## config.mk

```make
export PLATFORM = sky130hd
export DESIGN_NAME = mac_accumulate_stage
export DESIGN_NICKNAME = d
export VERILOG_FILES = /design/src/rtl/mac_accumulate_stage.sv
export SDC_FILE = /design/constraint.sdc
export NUM_CORES = 1
export LEC_CHECK = 0
export BUFFER_PORTS_ARGS = -buffer_cell sky130_fd_sc_hd__buf_2
export CAP_MARGIN = 25
export CORE_UTILIZATION = 52
export DETAILED_ROUTE_END_ITERATION = 12
export PLACE_DENSITY = 0.74
export REMOVE_ABC_BUFFERS = 1
export SYNTH_ARGS = -nofsm -noshare
export SYNTH_HDL_FRONTEND = slang
export SYNTH_SLANG_ARGS = --single-unit
export TNS_END_PERCENT = 10
```

## constraint.sdc

```tcl
create_clock -name clk -period 4.98 [get_ports clk]
set_input_delay 0.996 -clock clk [delete_from_list [all_inputs] [get_ports clk]]
set_output_delay 0.996 -clock clk [all_outputs]
set_load 0.03 [all_outputs]
```

## src/rtl/mac_accumulate_stage.sv

```systemverilog
// mac_accumulate_stage: per-lane or fused accumulator for the multiplier array, result handed off by valid/ready.
// Define MAC_ACC_SAT_EN for saturating adds with a sticky ovf; otherwise adds wrap and ovf is 0.
module mac_accumulate_stage #(
  parameter int LANES = 4,
  parameter int ACC_W = 12
) (
  input  logic                   clk,
  input  logic                   rst,
  input  logic                   mode,
  input  logic [4*LANES-1:0]     prod,
  input  logic                   in_valid,
  input  logic                   in_last,
  output logic                   in_ready,
  output logic [ACC_W*LANES-1:0] acc_out,
  output logic                   out_valid,
  input  logic                   out_ready,
  output logic [7:0]             beat_cnt,
  output logic                   ovf
);
`ifdef MAC_ACC_SAT_EN
  localparam int SW = ACC_W + 1;
`else
  localparam int SW = ACC_W;
`endif
  typedef enum logic [1:0] {IDLE, ACC, DONE} state_t;
  state_t state, state_n;
  logic mode_q, eff_mode, accept, handoff;
  logic [ACC_W-1:0] acc [LANES];
  logic [ACC_W-1:0] nxt [LANES];
  logic [SW-1:0] add [LANES];
  logic [SW-1:0] fsum;
`ifdef MAC_ACC_SAT_EN
  logic [LANES-1:0] lane_ovf;
`endif
  assign accept   = in_valid && in_ready;
  assign handoff  = out_valid && out_ready;
  // mode is only honoured on a frame's first beat; later beats use the latched copy
  assign eff_mode = (state == IDLE) ? mode : mode_q;
  always_ff @(posedge clk) begin
    if (rst) state <= IDLE;
    else     state <= state_n;
  end
  always_comb begin
    state_n = state;
    if (state == DONE) state_n = handoff ? IDLE : DONE;
    else if (accept)   state_n = in_last ? DONE : ACC;
  end
  always_comb begin
    in_ready  = state != DONE;
    out_valid = state == DONE;
  end
  always_comb begin
    fsum = '0;
    for (int i = 0; i < LANES; i++) fsum = fsum + SW'(prod[4*i +: 4]);
    for (int i = 0; i < LANES; i++) begin
      add[i] = SW'(acc[i]) + (eff_mode ? ((i == 0) ? fsum : '0) : SW'(prod[4*i +: 4]));
`ifdef MAC_ACC_SAT_EN
      lane_ovf[i] = add[i][ACC_W];
      nxt[i]      = lane_ovf[i] ? '1 : add[i][ACC_W-1:0];
`else
      nxt[i]      = add[i];
`endif
    end
  end
  always_ff @(posedge clk) begin
    if (rst) begin
      mode_q   <= 1'b0;
      beat_cnt <= '0;
      for (int i = 0; i < LANES; i++) acc[i] <= '0;
    end else begin
      if (state == IDLE && accept) mode_q <= mode;
      if (accept) begin
        beat_cnt <= (beat_cnt == 8'hff) ? beat_cnt : beat_cnt + 8'd1;
        for (int i = 0; i < LANES; i++) acc[i] <= nxt[i];
      end else if (handoff) begin
        beat_cnt <= '0;
        for (int i = 0; i < LANES; i++) acc[i] <= '0;
      end
    end
  end
`ifdef MAC_ACC_SAT_EN
  always_ff @(posedge clk) begin
    if (rst || handoff)          ovf <= 1'b0;
    else if (accept && |lane_ovf) ovf <= 1'b1;
  end
`else
  assign ovf = 1'b0;
`endif
  for (genvar g = 0; g < LANES; g++) begin : g_out
    assign acc_out[ACC_W*g +: ACC_W] = acc[g];
  end
endmodule

```

### Word level (Yosys, flattened, before mapping)

Memories as Yosys holds them, arrays and structs flattened.
Index checks and enable logic that the tools add are counted.

| storage, ports and cells | value |
|---|---|
| output and inout port bits | 59 |
| memories | 1 |
| bits in registers | 11 |
| bits in writable memories | 48 |
| word-level logic and storage cells | 60 |
| input port bits | 22 |

| cells by class | value |
|---|---|
| bitwise operators | 8 |
| eq/ne operators | 4 |
| $add $sub $neg | 8 |
| mux-type cells | 29 |
| reduce and logical (&&, ||, !) cells | 7 |

Memory list:

| name | words | width | rd ports | clocked after memory_dff | wr ports | line | RTL |
|---|---|---|---|---|---|---|---|
| acc | 4 | 12 | 4 | 0 | 4 | 28 | `logic [ACC_W-1:0] acc [LANES];` |

Operators by type and width:

| kind | number |
|---|---|
| two-way mux 12 bit | 8 |
| adder 12 x 4 -> 12 bit | 3 |
| two-way mux 8 bit | 3 |
| adder 12 x 7 -> 12 bit | 1 |
| two-way mux 4 bit | 3 |
| two-way mux 1 bit | 10 |
| adder 8 x 1 -> 8 bit (second input constant) | 1 |
| == test 8 bit (second input constant) | 1 |
| two-way mux 2 bit | 4 |
| bitwise OR 1 bit | 8 |
| adder 6 x 4 -> 7 bit | 1 |
| two-way mux 7 bit | 1 |
| adder 5 x 4 -> 6 bit | 1 |
| adder 4 x 4 -> 5 bit | 1 |
| inequality test 2 bit (second input constant) | 2 |
| nonzero test 2 bit | 2 |
| logical AND 1 bit | 3 |
| == test 2 bit (second input constant) | 1 |
| zero test 2 bit | 1 |
| AND reduction 2 bit | 1 |

### Longest topological paths before layout

Gate-level depths: netlist of run 1.

| logic depth | value |
|---|---|
| word-level depth | 7 |
| gate-level depth with buffers | 15 |
| gate-level depth less buffers | 15 |

### Worst setup path before layout of run 1

No wires, ideal clock.

| timing path | value |
|---|---|
| path type | in2reg |
| start point | input prod[1] |
| end point | memory acc[0][4] |
| data arrival time | 4245 ps |
| stages | 12 |
| path slack | 617 ps |
| data required time | 4863 ps |
| buffers on the path | 0 |
| cells stage by stage | inv_1 fa_1 fa_1 inv_1 ha_1 fa_1 mux2_2 ha_1 and2b_1 o21ai_0 or3b_2 a32o_1 |

RTL lines:

| what | line | RTL |
|---|---|---|
| start, declared | 10 | `input logic [4*LANES-1:0] prod,` |
| end, declared | 28 |  |

==> results of run 1 <==
## final cells by class
type	instances	area share, %
clock buffer	12	4.443
clock inverter	4	0.5588
inverter	40	3.409
multi-input combinational	296	47.83
sequential	59	31.74
tap	96	2.682
timing repair buffer	81	9.332
## worst paths after layout
kind                                  to              startpoint  cells after the start
setup / recovery  acc[0][4]$_SDFFE_PP0P_                 prod[1]                     13
hold / removal    acc[0][5]$_SDFFE_PP0P_  acc[0][5]$_SDFFE_PP0P_                      2
setup reg to reg  acc[0][4]$_SDFFE_PP0P_   state[1]$_SDFFE_PP0P_                      9
hold reg to reg   acc[0][5]$_SDFFE_PP0P_  acc[0][5]$_SDFFE_PP0P_                      2
## worst max-delay path: stages
cell and delay, ns:
buf_2 0.09, inv_1 0.05, fa_1 0.50, fa_1 0.52, inv_1 0.05, ha_1 0.22
fa_1 0.43, mux2_2 0.29, ha_1 0.33, and2b_1 0.22, o21ai_0 0.18, or3b_2 0.46
a32o_1 0.26
## cell usage in the layout, fill, tap and decap left out, types with 2 or more instances in the layout
cell	instances
a211oi_1	11
a21o_1	8
a21oi_1	17
a22o_1	3
and2_1	12
and2b_1	2
and3_1	4
buf_2	79
clkbuf_16	3
clkbuf_8	9
clkinv_2	2
dfxtp_1	35
edfxtp_1	24
fa_1	12
ha_1	24
inv_1	38
inv_4	2
mux2_2	3
mux2i_1	2
nand2_1	26
nand2b_1	3
nand3_1	11
nand4_1	8
nor2_1	45
nor2b_1	6
nor3_1	9
nor4b_1	2
o211a_1	2
o211ai_1	4
o21a_1	2
o21ai_0	20
o21bai_1	2
o31a_1	2
or3_1	4
or4_1	2
xnor2_1	15
xor2_1	16
## registers in the layout (all words and copies together), names as in the netlist
signal / cells
state: 2
beat_cnt: 8
acc: 48
mode_q: 1
## metal layers
metal | wire length [µm] | global-route usage, %
met1 | 3753 | 29.82
met3 | 413 | 4.455
met4 | 125 | 9.538
met5 | 0 | 0
met2 | 3884 | 38.58
## per-stage QoR
step | utilization (%) | worst slack (ns) | power (mW) | cells | instance area, µm²
after floorplan | - | 0.6171 | 0.8993 | 395 | 3716
after global placement | 61.38 | 0.4177 | 1.000 | 571 | 4239
after detailed placement | 61.38 | 0.3316 | 1.013 | 571 | 4239
after CTS | 64.62 | 0.6792 | 1.489 | 587 | 4463
after global routing | 64.84 | 0.4268 | 1.567 | 588 | 4478
final | 64.84 | 0.6206 | 1.484 | 588 | 4478
## synthesized netlist by cell type (2+ instances only)
cell      count
o21a_1        2
a21o_1        8
nand2b_1      3
mux2i_1       2
ha_1         24
or3_1         4
fa_1         12
o211ai_1      4
edfxtp_1     24
or4_1         2
nor3_1        9
a22o_1        3
o31a_1        2
dfxtp_1      35
nor2_1       45
o211a_1       2
inv_1        38
xor2_1       16
nand2_1      26
o21ai_0      20
and2_1       12
mux2_2        3
nand3_1      11
a21oi_1      17
a211oi_1     11
nand4_1       8
clkbuf_1      2
and3_1        4
and2b_1       2
nor2b_1       6
xnor2_1      15
o21bai_1      2
nor4b_1       2
buf_2         7
## power by group through the flow
stage	Combinational, mW	Clock, mW	Sequential [mW]
after global placement	0.414	0	0.586
after global routing	0.482	0.503	0.582
final	0.431	0.476	0.576
after floorplan	0.250	0	0.649
after detailed placement	0.426	0	0.587
after CTS	0.429	0.484	0.577
## cell families after synthesis
kind of cell | Yosys count | synth area share [%]
adders and majority gates | 36 | 14.35
other | 1 | 0.09957
xor gates and xnor gates | 31 | 7.209
and+or+nand+nor | 141 | 18.74
muxes | 6 | 1.794
buffers and inverters | 50 | 5.382
DFF | 59 | 37.74
AOI/OAI and AO/OA | 81 | 14.68
==> impl_results.md, run 1 <==
- Status: completed
- Post-synth top area share: 19.14%
- Max Buffers Root-to-Sink: 2
- First-pass GRT wire length: 13690 µm
- Largest net degree at the start of global routing: 27
- Comb pwr share: 29.1%
- Starting DRC count in detailed routing: 119
- Share of cells above drive strength 1: 22.56%
- Clock sink count: 59
- CTS Buf Count: 9
- F_max: 0.2294 GHz
- Gr usage total: 23.24%
- Crit path kind: in -> reg
- Fin crit share: 87.54%
- Reg clk slew, reported paths: 0.07 ns
- Average size of a mapped cell: 9.299 µm²
- Worst-Margin Slew: 0.5934 ns
- Ports: 81
- Vias: 3153
- Switching Share: 34.08%
- Routability Congestion: 0.8531
- Vias in the first global route: 3011
- Synth cell types: 56
- Worst vdd ir: 0.1817 mV
- Largest cells by area after synthesis: edfxtp_1 19%, dfxtp_1 19%, ha_1 8.0%
- Int Power: 0.9782 mW
- Port buffer count: 79
- Crit-path max FO: 4
- Fin nets: 545
- Sequential cell area: 1421 µm²
- Mapped Area: 3766 µm²
- Die W: 87.11 µm
- Warnings from Yosys: 0
- Post-synth EDFFs: 24
- Pwr Density: 331.3 nW/µm²
- Final Critical Period: 4.359 ns
- Yosys top cell by area: edfxtp_1
- Final ANT Viol Nets: 0
- CP Launch Type: input port
- Final hold violations: 0
- Synthesis-stage register bit count: 59
- Grt ovf: 0
- Endpoints failing setup: 0
- Antenna Cells: 0
- Final Skew: 0.005072 ns
- CTS tree: yes
- Hold Slack: 0.4786 ns
- Hold Path Class: reg -> reg
- Synth Instances: 405
- Die height: 87.11 µm
- Root Driver: clkbuf_8
- Starting Density: 54.53%
- Post-CTS sizing: 0
- Initial antenna violation count: 0
- WL/cell: 13.91 µm
- Worst skew pair latency: 0.34 ns
- Post CTS Setup Buffer Count: 0
- Post-synthesis sequential area ratio: 37.74%
- Multi-input logic area: 2142 µm²
- Die footprint: 7587 µm²
- Synth-to-Final Area Change: 18.90%
- Total of max-cap violations: 0
- Remaining DRCs: 0
- Hold_buf cts: 0
- Site Rows: 30
- TNS Setup: 0 ns
- Slew headroom: 60.29%
- Clock network power share: 32.1%
- Reg-to-reg slack, setup: 1.72 ns
- RSZ-0062 raised after global routing: no
- Leakage power: 2.070 nW
- Via/cell ratio: 5.362
- CTS H-tree lvls: 3
- Arr. time, crit path: 4.59 ns
- Total Wirelength: 8177 µm
- Synth async-reset ratio: 0%
- Fillers: 610
- Final Max Slew Viols: 0
- Crit end category: flip-flop
- Sequential share of power: 38.8%
- Switch Pwr: 0.5056 mW
- 1st-pass router iterations: 4
- Post-DP HPWL: 6117 µm
- Worst Path Required: 5.21 ns
- Synth Flop Type: dfxtp_1
- Core box area: 6907 µm²
Power figures use the tool's default switching activity.
==> run 2, diff against run 1 <==
BUFFER_PORTS_ARGS = -buffer_cell sky130_fd_sc_hd__buf_4   (was -buffer_cell sky130_fd_sc_hd__buf_2)
==> impl_results.md, run 2 (same netlist as run 1, synthesis figures left out) <==
- Worst vdd ir: 0.1724 mV
- Port buffer count: 79
- Share of cells above drive strength 1: 22.36%
- TNS Setup: 0 ns
- Synth-to-Final Area Change: 23.46%
- CP Launch Type: input port
- Hold Path Stages: 2
- Gr usage total: 23.31%
- R2R Path End: acc[0][8]$_SDFFE_PP0P_
- Core box area: 6907 µm²
- Die footprint: 7587 µm²
- Via/cell ratio: 5.410
- Worst path most repeated cell: fa_1
- Most frequent cells in the layout: 80 x buf_4, 45 x nor2_1, 38 x inv_1
- Max FFs per register: 48
- Worst Path Required: 5.26 ns
- Reg-to-reg slack, setup: 1.75 ns
- Commonest non-fill, non-tap cell in the layout: buf_4
- Site Rows: 30
- Leakage power: 2.085 nW
- Remaining DRCs: 0
- Post CTS Setup Buffer Count: 0
- Final Max Slew Viols: 0
- Worst skew pair latency: 0.33 ns
- Clock sink count: 59
- Post-CTS sizing: 0
- Hold_buf cts: 0
- Pre-CTS setup slack: 0.3775 ns
- Total Wirelength: 8287 µm
- CTS tree: yes
- Vias in the first global route: 3060
- Critical path depth: 16
- Biggest register: acc
- Hold Path Class: reg -> reg
- Starting DRC count in detailed routing: 93
- Fillers: 601
- Routability Congestion: 0.8307
- First-pass GRT wire length: 13810 µm
- Endpoints failing setup: 0
- Die W: 87.11 µm
- Worst Slack Setup Final: 0.7405 ns
- Arr. time, crit path: 4.52 ns
- Crit end category: flip-flop
- Final Critical Period: 4.239 ns
- CP max-delay cell: fa_1
- CTS H-tree lvls: 3
- RSZ-0062 raised after global routing: no
- Vias: 3181
- CP Buf/Inv Count: 3
- CP max stage delay: 0.51 ns
- Grt ovf: 0
- Final hold violations: 0
- Root Driver: clkbuf_8
- WL/cell: 14.09 µm
- Crit-path max FO: 5
- Fin crit share: 85.13%
- Antenna Cells: 0
- Die height: 87.11 µm
- RR Startpoint: state[1]$_SDFFE_PP0P_
- Hold Path End: acc[0][11]$_SDFFE_PP0P_
- 1st-pass router iterations: 4
- Slew headroom: 57.10%
- CTS Buf Count: 9
- Post-DP HPWL: 6198 µm
- Max Buffers Root-to-Sink: 2
- Hold Crit Start: acc[0][11]$_SDFFE_PP0P_
- Worst-Margin Slew: 0.6310 ns
- Reg clk slew, reported paths: 0.07 ns
- Largest regs: acc (48), beat_cnt (8), state (2)
- CP top delay family: adder cells
- CP Cell Sequence: buf_4 > inv_1 > fa_1 > fa_1 > inv_1 > ha_1 > fa_1 > xor2_1 > nor2_1 > a21oi_1 > ha_1 > o211ai_1 > o21bai_1 > o2111ai_2 > or4_1 > nand2_1
- Starting Density: 54.53%
- Total of max-cap violations: 0
- Final Skew: 0.005678 ns
- Crit path kind: in -> reg
- Pwr Density: 313.7 nW/µm²
- Initial antenna violation count: 0
- Crit path launch: prod[1]
- Ports: 81
- Largest net degree at the start of global routing: 27
- R2r worst-path depth: 11
- Final ANT Viol Nets: 0
- Fin nets: 545
- F_max: 0.2359 GHz
- Status: completed
## run 2: changes by cell type in the layout (fill, tap and decap cells not counted)
cell / change
clkbuf_1: +1
clkbuf_16: -1
clkinv_4: -1
buf_4: +79
inv_4: -1
clkinv_2: +2
buf_2: -79
## run 2: final cells by class
class	count	area, µm²	area share, %
Clock inverter	4	20.02	0.4306
Timing Repair Buffer	81	615.6	13.24
Sequential cell	59	1421	30.57
Inverter	40	152.6	3.283
Multi-Input combinational cell	296	2142	46.07
Clock buffer	12	177.7	3.821
Tap cell	96	120.1	2.583
## run 2: how the worst max path moves through the flow
stage                              endpoint
finish               acc[0][9]$_SDFFE_PP0P_
global route        acc[0][11]$_SDFFE_PP0P_
CTS                  acc[0][9]$_SDFFE_PP0P_
detailed placement   acc[0][9]$_SDFFE_PP0P_
global placement     acc[0][4]$_SDFFE_PP0P_
floorplan            acc[0][4]$_SDFFE_PP0P_
## run 2: worst register-to-register path, stage by stage, from the launching register on
cell and delay (ns):
dfxtp_1 0.37, nor2_1 0.18, mux2i_2 0.59, mux2_2 0.29, ha_1 0.18, inv_1 0.07, fa_1 0.40, and2b_1 0.27
o31ai_1 0.12, a2111oi_2 0.44, xnor2_1 0.17, nor2_1 0.05
## run 2: stage by stage
stage,util [%],area [µm²],cells,hold slack (ns),power [mW]
final,67.32,4649,588,0.4942,1.459
after global routing,67.32,4649,588,0.5133,1.541
after CTS,67.10,4634,587,0.4972,1.467
after detailed placement,64.24,4437,571,0.4858,1.040
after global placement,64.24,4437,571,0.4635,1.026
after floorplan,-,3716,395,0.4809,0.8993
## run 2: metal layers
| layer | global-route usage (%) | routed length (µm) |
|---|---|---|
| met5 | 0 | 0 |
| met3 | 4.645 | 383 |
| met4 | 9.836 | 174 |
| met2 | 39.66 | 4002 |
| met1 | 28.86 | 3727 |
## run 2: power breakdown
group	switching, mW	leakage [nW]	total (mW)	internal [mW]
registers	0.0360	0.549	0.579	0.543
clock network	0.187	0.106	0.425	0.238
logic	0.267	1.43	0.455	0.188
